$ cat config.mk
export PLATFORM = sky130hd
export DESIGN_NAME = uart_byte_tx
export DESIGN_NICKNAME = d
export VERILOG_FILES = /design/src/rtl/uart_tx_pkg.sv /design/src/rtl/uart_baud_counter.sv /design/src/rtl/uart_byte_tx.sv
export SDC_FILE = /design/constraint.sdc
export NUM_CORES = 1
export LEC_CHECK = 0
export BUFFER_PORTS_ARGS = -buffer_cell sky130_fd_sc_hd__buf_2
export CAP_MARGIN = 25
export CORE_ASPECT_RATIO = 0.75
export CORE_MARGIN = 3
export CORE_UTILIZATION = 56
export CTS_CLUSTER_DIAMETER = 100
export DETAILED_ROUTE_END_ITERATION = 12
export PLACE_DENSITY = 0.76
export SYNTH_ARGS = -nofsm -noshare
export SYNTH_HDL_FRONTEND = slang
export SYNTH_HIERARCHICAL = 1
export SYNTH_SLANG_ARGS = --single-unit
export TNS_END_PERCENT = 1
$ cat constraint.sdc
create_clock -name low_Freq_Clk -period 2.4 [get_ports low_Freq_Clk]
set_clock_uncertainty 0.1 [all_clocks]
set_input_delay 0.48 -clock low_Freq_Clk [delete_from_list [all_inputs] [get_ports low_Freq_Clk]]
set_output_delay 0.48 -clock low_Freq_Clk [all_outputs]
set_load 0.05 [all_outputs]
$ cat src/rtl/uart_tx_pkg.sv
// Shared types and constants for the uart_byte_tx transmitter.
// Build option: define UART_TX_PARITY_EN to insert an even-parity bit (11-bit frame).
package uart_tx_pkg;

  typedef enum logic [2:0] {
    IDLE   = 3'd0,
    START  = 3'd1,
    DATA   = 3'd2,
    PARITY = 3'd3,
    STOP   = 3'd4
  } tx_state_t;

  localparam int DATA_BITS = 8;

`ifdef UART_TX_PARITY_EN
  localparam int FRAME_BITS = 11;
`else
  localparam int FRAME_BITS = 10;
`endif

  localparam logic [7:0] DROP_MAX = 8'hFF;

  function automatic logic [7:0] sat_inc(input logic [7:0] value);
    return (value == DROP_MAX) ? value : value + 8'd1;
  endfunction

endpackage

$ cat src/rtl/uart_baud_counter.sv
// Bit-period timer: counts 0..CLKS_PER_BIT-1 while enabled and pulses tc on the last count.
// Build option UART_TX_PARITY_EN does not affect this block.
module uart_baud_counter
  import uart_tx_pkg::*;
#(
  parameter int CLKS_PER_BIT = 16
) (
  input  logic low_Freq_Clk,
  input  logic reset,
  input  logic en,
  input  logic clr,
  output logic tc
);

  localparam int CNT_W = (CLKS_PER_BIT > 1) ? $clog2(CLKS_PER_BIT) : 1;
  localparam logic [CNT_W-1:0] CNT_LAST = CNT_W'(CLKS_PER_BIT - 1);

  logic [CNT_W-1:0] cnt;

  assign tc = en && (cnt == CNT_LAST);

  always_ff @(posedge low_Freq_Clk or negedge reset) begin
    if (!reset) begin
      cnt <= '0;
    end else if (clr) begin
      cnt <= '0;
    end else if (en) begin
      cnt <= tc ? '0 : cnt + 1'b1;
    end
  end

endmodule

$ cat src/rtl/uart_byte_tx.sv
// 8N1 UART transmitter for the random-byte stream; counts bytes offered while busy.
// Build option: define UART_TX_PARITY_EN for an even-parity bit after the data bits.
module uart_byte_tx
  import uart_tx_pkg::*;
#(
  parameter int CLKS_PER_BIT = 16
) (
  input  logic       low_Freq_Clk,
  input  logic       reset,
  input  logic       valid_Sig,
  input  logic [7:0] random_Byte,
  output logic       tx_Serial,
  output logic       tx_Active,
  output logic       tx_Done,
  output logic [7:0] drop_Count
);

  localparam logic [2:0] LAST_BIT = 3'(DATA_BITS - 1);

  tx_state_t  state, state_nxt;
  logic [7:0] shift_q, shift_nxt;
  logic [2:0] bit_q, bit_nxt;
  logic       serial_nxt, active_nxt, done_nxt;
  logic [7:0] drop_nxt;
  logic       cnt_en, cnt_clr, bit_tc;
`ifdef UART_TX_PARITY_EN
  logic       par_q, par_nxt;
`endif

  uart_baud_counter #(
    .CLKS_PER_BIT(CLKS_PER_BIT)
  ) u_baud (
    .low_Freq_Clk(low_Freq_Clk),
    .reset       (reset),
    .en          (cnt_en),
    .clr         (cnt_clr),
    .tc          (bit_tc)
  );

  // The counter is held at zero in IDLE so START gets a full bit period from the accepting edge.
  always_comb begin
    state_nxt  = state;
    shift_nxt  = shift_q;
    bit_nxt    = bit_q;
    serial_nxt = tx_Serial;
    active_nxt = tx_Active;
    done_nxt   = tx_Done;
    drop_nxt   = drop_Count;
    cnt_en     = (state != IDLE);
    cnt_clr    = (state == IDLE);
`ifdef UART_TX_PARITY_EN
    par_nxt    = par_q;
`endif

    if (valid_Sig && (state != IDLE)) begin
      drop_nxt = sat_inc(drop_Count);
    end

    case (state)
      IDLE: begin
        serial_nxt = 1'b1;
        if (valid_Sig) begin
          state_nxt  = START;
          shift_nxt  = random_Byte;
          bit_nxt    = 3'd0;
          serial_nxt = 1'b0;
          active_nxt = 1'b1;
          done_nxt   = 1'b0;
`ifdef UART_TX_PARITY_EN
          par_nxt    = ^random_Byte;
`endif
        end
      end
      START: begin
        if (bit_tc) begin
          state_nxt  = DATA;
          serial_nxt = shift_q[0];
        end
      end
      DATA: begin
        if (bit_tc) begin
          if (bit_q == LAST_BIT) begin
            bit_nxt    = 3'd0;
`ifdef UART_TX_PARITY_EN
            state_nxt  = PARITY;
            serial_nxt = par_q;
`else
            state_nxt  = STOP;
            serial_nxt = 1'b1;
`endif
          end else begin
            bit_nxt    = bit_q + 3'd1;
            shift_nxt  = {1'b0, shift_q[7:1]};
            serial_nxt = shift_q[1];
          end
        end
      end
      PARITY: begin
        if (bit_tc) begin
          state_nxt  = STOP;
          serial_nxt = 1'b1;
        end
      end
      STOP: begin
        if (bit_tc) begin
          state_nxt  = IDLE;
          active_nxt = 1'b0;
          done_nxt   = 1'b1;
        end
      end
      default: begin
        state_nxt  = IDLE;
        serial_nxt = 1'b1;
        active_nxt = 1'b0;
        done_nxt   = 1'b1;
      end
    endcase
  end

  always_ff @(posedge low_Freq_Clk or negedge reset) begin
    if (!reset) begin
      state      <= IDLE;
      shift_q    <= '0;
      bit_q      <= '0;
      tx_Serial  <= 1'b1;
      tx_Active  <= 1'b0;
      tx_Done    <= 1'b1;
      drop_Count <= '0;
    end else begin
      state      <= state_nxt;
      shift_q    <= shift_nxt;
      bit_q      <= bit_nxt;
      tx_Serial  <= serial_nxt;
      tx_Active  <= active_nxt;
      tx_Done    <= done_nxt;
      drop_Count <= drop_nxt;
    end
  end

`ifdef UART_TX_PARITY_EN
  always_ff @(posedge low_Freq_Clk or negedge reset) begin
    if (!reset) begin
      par_q <= 1'b0;
    end else begin
      par_q <= par_nxt;
    end
  end
`endif

endmodule

### After elaboration in Yosys (flattened, before gate mapping)

Cells that the tools add are included.

| storage, ports and cells | value |
|---|---|
| input port bits | 11 |
| logic and storage cells | 70 |
| output and inout bits | 11 |
| bits in registers | 29 |

| operators by class | value |
|---|---|
| equality and inequality tests | 14 |
| reduce and logical (&&, ||, !) cells | 13 |
| bitwise gates (word level) | 3 |
| $add $sub $neg | 3 |
| mux-type cells | 29 |

Operators by type and width:

| operator | number |
|---|---|
| $mux W3 | 9 |
| $mux W8 | 3 |
| $pmux W8 S2 | 1 |
| $pmux W3 S5 | 1 |
| $mux W4 | 3 |
| $add A8 B1 Y8 const B | 1 |
| $eq A8 B8 Y1 const B | 1 |
| $mux W1 | 8 |
| $ne A2 B1 Y1 const B | 4 |
| $reduce_and A4 Y1 | 2 |
| $eq A3 B2 Y1 const B | 2 |
| $eq A3 B3 Y1 const B | 2 |
| $ne A2 B2 Y1 const B | 3 |
| $pmux W1 S3 | 2 |
| $pmux W3 S2 | 1 |
| $reduce_and A3 Y1 | 2 |
| $reduce_and A6 Y1 | 1 |
| $pmux W1 S5 | 1 |
| $add A4 B1 Y4 const B | 1 |
| $eq A4 B4 Y1 const B | 1 |
| $reduce_bool A2 Y1 | 2 |
| $add A3 B1 Y3 const B | 1 |
| $eq A3 B1 Y1 const B | 1 |
| $logic_not A3 Y1 | 1 |
| 5 further kinds | 8 |

### Logic depth before layout (Yosys ltp)

| depth | value |
|---|---|
| depth after elaboration | 5 |
| gate-level depth with buffers | 11 |
| gate-level depth less buffers | 8 |

### Cells and area by module

Netlist, hierarchy kept.

By module, submodules not included:

| module | instances | area each (um^2) | seq. area each (um^2) | cells each |
|---|---|---|---|---|
| uart_byte_tx | 1 | 1307.5 | 628.1 | 132 |
| uart_baud_counter | 1 | 205.2 | 100.1 | 22 |

### Worst setup path before layout

Ideal clock, no wire load.

| timing | value |
|---|---|
| kind | register -> register |
| start point | reg state[1] |
| end point | reg bit_q[0] |
| arrival | 1.845 ns |
| buffers on the path | 3 |
| slack | 0.334 ns |
| setup time | 0.121 ns |
| data required time | 2.179 ns |
| stages on the path, launching flop included | 11 |
| period minus slack after synthesis | 2.066 ns |
| path through | dfrtp_1 -> buf_6 -> clkbuf_1 -> nor3_1 -> inv_1 -> nand2_2 -> nor2_1 -> clkbuf_1 -> nand3_1 -> o21ai_0 -> a22o_1 |

| between the ends | value |
|---|---|
| longest elaborated chain between the ends | 4 |
| elaborated cells between the ends (all ways) | 9 |

Ends and longest elaborated chain:

| element | line | text |
|---|---|---|
| from (decl) | uart_byte_tx.sv:20 | `tx_state_t state, state_nxt;` |
| from (signal assigned) | uart_byte_tx.sv:130 | `state <= state_nxt;` |
| $reduce_bool A3 Y1 | uart_byte_tx.sv:49 | `cnt_en = (state != IDLE);` |
| via cnt_en | uart_byte_tx.sv:25 | `logic cnt_en, cnt_clr, bit_tc;` |
| $logic_and A1 B1 Y1 | uart_baud_counter.sv:20 | `assign tc = en && (cnt == CNT_LAST);` |
| via bit_tc | uart_byte_tx.sv:25 |  |
| $ne A2 B1 Y1 (no source line) | - |  |
| $reduce_and A3 Y1 (no source line) | - |  |
| to (signal assigned) | uart_byte_tx.sv:132 | `bit_q <= bit_nxt;` |
| to (decl) | uart_byte_tx.sv:22 | `logic [2:0] bit_q, bit_nxt;` |

The timed path passes the listed nets, and every way through them passes these cells.
A chain may end at the register's enable or synchronous reset.

### Worst setup path in the final report

| timing | value |
|---|---|
| start point | reg state[2] |
| end point | reg shift_q[7] |

| between the ends | value |
|---|---|
| longest elaborated chain between the ends | 4 |
| elaborated cells between the ends (all ways) | 10 |

Ends and longest elaborated chain:

| element | line | text |
|---|---|---|
| $reduce_bool A3 Y1 | uart_byte_tx.sv:49 |  |
| via cnt_en | uart_byte_tx.sv:25 |  |
| $logic_and A1 B1 Y1 | uart_baud_counter.sv:20 |  |
| via bit_tc | uart_byte_tx.sv:25 |  |
| $ne A2 B1 Y1 (no source line) | - |  |
| $reduce_and A4 Y1 (no source line) | - |  |
| to (signal assigned) | uart_byte_tx.sv:131 | `shift_q <= shift_nxt;` |
| to (decl) | uart_byte_tx.sv:21 | `logic [7:0] shift_q, shift_nxt;` |

The timed path passes the listed nets, and every way through them passes these cells.

==> results by group <==
Drt
  • First-pass iteration count of the detailed router: 4
  • DR iter-0 viols: 62
  • Antenna Nets Post-Route: 0
  • Mean routed wirelength per cell: 13.01 um
  • Via count: 1,148
  • DR DRC count: 0
  • Vias per cell: 5.390
  • WL final: 2771 um

Setup path
  • CP Launch Point: state[2]
  • Critical Path Sink Type: flip-flop
  • Max FO, Critical Path: 16
  • Worst Path Required: 2.54 ns
  • Crit path DAT: 2.16 ns
  • Startpoint Class: flip-flop
  • FF-to-FF setup slack: 0.38 ns
  • Path type of the worst setup path: flip-flop to flip-flop
  • R2R Path Start: state[2]

Floorplan
  • Die area: 0.003367 mm2
  • Die height: 51.01 um
  • Top Ports: 22
  • Initial Util: 62.48%
  • Placement Rows: 15
  • Die Width: 66.02 um
  • Core Area: 0.002421 mm2

CTS
  • Clk Tree Root Cell: clkbuf_4
  • Clock transition at path regs: 0.10 ns
  • CTS Buffer Depth: 2
  • CTS H-tree lvls: 2
  • CTS tree: done
  • # hold bufs at CTS: 0
  • Clock sink count: 29
  • TritonCTS buffer count: 5
  • Worst skew pair latency: 0.33 ns

Power
  • VDD IR max: 0.4694 mV
  • Leakage: 0.8221 nW
  • Pwr dens: 781.9 mW/mm2

Yosys
  • Synth Register Bits: 29
  • Syn Area/Cell: 9.823 um2
  • Top FF cell, synth: dfrtp_1
  • Cell taking the most area after synthesis: dfrtp_1
  • Synth top area cells: dfrtp_1 45%, a21oi_1 6.3%, mux2i_1 6.0%
  • Netlist cell types: 38
  • Commonest cells post-synth: 27 x dfrtp_1, 19 x a21oi_1, 15 x nor2_1
  • Fraction of registers with async set/reset: 100.0%
  • Register area share after synthesis: 48.14%
  • Synthesized Nets: 169
  • Netlist Area Pre-Place: 0.001513 mm2
  • Mapped Cells: 154
  • Warning count from the yosys run: 6
  • Most frequent cell after synthesis: dfrtp_1
  • EDFF count, synth: 0
  • Synth top area share: 44.67%

Placement
  • Gpl congestion: 0.8036
  • Port bufs: 21
  • Dpl hpwl: 1995 um

Final layout
  • Layout cell share with drive strength beyond 1: 22.35%
  • NumNets Final: 193
  • Ant diodes: 0
  • Fillers: 191
  • Area Overhead vs Synth: 12.82%

Timing
  • Fin Setup TNS: 0 ns
  • Fin. Hold Viols: 0
  • Tcrit/Tclk final: 84.05%
  • RSZ-0062 raised after global routing: false
  • Hold WS: 0.05779 ns
  • Slew headroom: 57.26%
  • Max Clk Rate: 495.7 MHz
  • Final setup vio count: 0
  • Final min period: 2.017 ns
  • Worst-Margin Slew: 0.6412 ns
  • Final max-slew violation count: 0

Status
  • Status: finished clean

GRT
  • Gr usage total: 19.07%
  • First-pass GRT wire length: 4754 um
  • Vias in the first global route: 1,103
  • Total congestion overflow: 0
  • Largest net degree at the start of global routing: 30
  • Antenna violations before repair: 0

Min path
  • Worst hold path type: input pin to async pin

Run
  • Max cap viols: 0
[cells by family after synthesis]
family / share of synthesized area (%)
buffers and inverters: 4.300
XOR/XNOR: 2.316
AND/OR/NAND/NOR: 18.86
adder cells (fa/ha/maj): 3.309
AO/OA/AOI/OAI: 15.39
flip-flops: 48.14
multiplexers: 7.692
[cell usage in the layout, fill, tap and decap left out, drive strengths merged]
cell     netlist  final
a21boi         1      1
a21oi         19     19
a22o           3      3
and2           1      1
and3           2      2
and4           2      2
buf            4     24
clkbuf         3      8
dfrtp         27     27
dfstp          2      2
ha             4      4
inv            6      6
mux2           2      2
mux2i          9      9
nand2         12     12
nand2b         4      4
nand3          6      6
nand3b         5      5
nand4          1      1
nor2          16     16
nor2b          1      1
nor3           4      4
o21a           1      1
o21ai         10     10
o22a           1      1
o2bb2ai        1      1
o311ai         1      1
o31a           1      1
or3            1      1
xnor2          3      3
xor2           1      1
[sequential cells by signal, summed over array words and instances (netlist names)]
name / count
tx_Active: 1
tx_Done: 1
tx_Serial: 1
shift_q: 8
drop_Count: 8
u_baud/cnt: 4
bit_q: 3
state: 3
[stage by stage]
step           power (mW)  cells  utilization [%]  area, um2  setup WS [ns]
2_1_floorplan      0.9303    154                -       1513         0.3344
3_3_place_gp        1.034    205            67.75       1640         0.3704
3_5_place_dp        1.049    205            67.75       1640         0.2698
4_1_cts             1.353    213            70.18       1699         0.2503
5_1_grt             1.410    213            70.49       1707         0.1210
6_report            1.334    213            70.49       1707         0.3827
[final cells by class]
class | instances | area [um2] | share of cell area, %
Inverter | 6 | 22.52 | 1.320
Clock buffer | 8 | 58.81 | 3.446
Multi-Input combinational cell | 112 | 726.9 | 42.60
Timing Repair Buffer | 24 | 127.6 | 7.478
Sequential cell | 29 | 728.2 | 42.67
Tap cell | 34 | 42.54 | 2.493
[timing repair]
| item | 4_1_cts | 5_1_grt |
|---|---|---|
| endpoints found under the setup margin | 0 | 1 |
| resized for setup | 0 | 1 |
| setup buffers | 0 | 0 |
[critical path: stages, from the launching register on]
cell and delay (ns):
dfrtp_1 0.60, nor3_1 0.13, inv_1 0.17, nand2_2 0.08, nor2_1 0.15, nand3b_1 0.14, a21boi_4 0.37, nand3b_1 0.11
o21ai_0 0.09
[power by group]
group	leakage [nW]	switching (mW)	total [mW]	internal (mW)
registers	0.360	0.0796	0.626	0.547
clock network	0.0326	0.154	0.298	0.144
logic	0.430	0.289	0.410	0.122
[layer usage]
layer | share of wire (%) | GRT usage [%]
met3 | 6.0 | 7.912
met2 | 45 | 29.78
met5 | 0 | 0
met4 | 0.54 | 5.743
met1 | 48 | 24.26
[final timing paths]
check                                 to  cells past startpoint
setup / recovery              shift_q[7]                      8
hold / removal             drop_Count[5]                      1
setup reg to reg              shift_q[7]                      8
hold reg to reg                  tx_Done                      2
max in group asynchronous      tx_Active                      1
min in group low_Freq_Clk     shift_q[7]                      3
No activity file was read; power rests on OpenSTA's default activity.
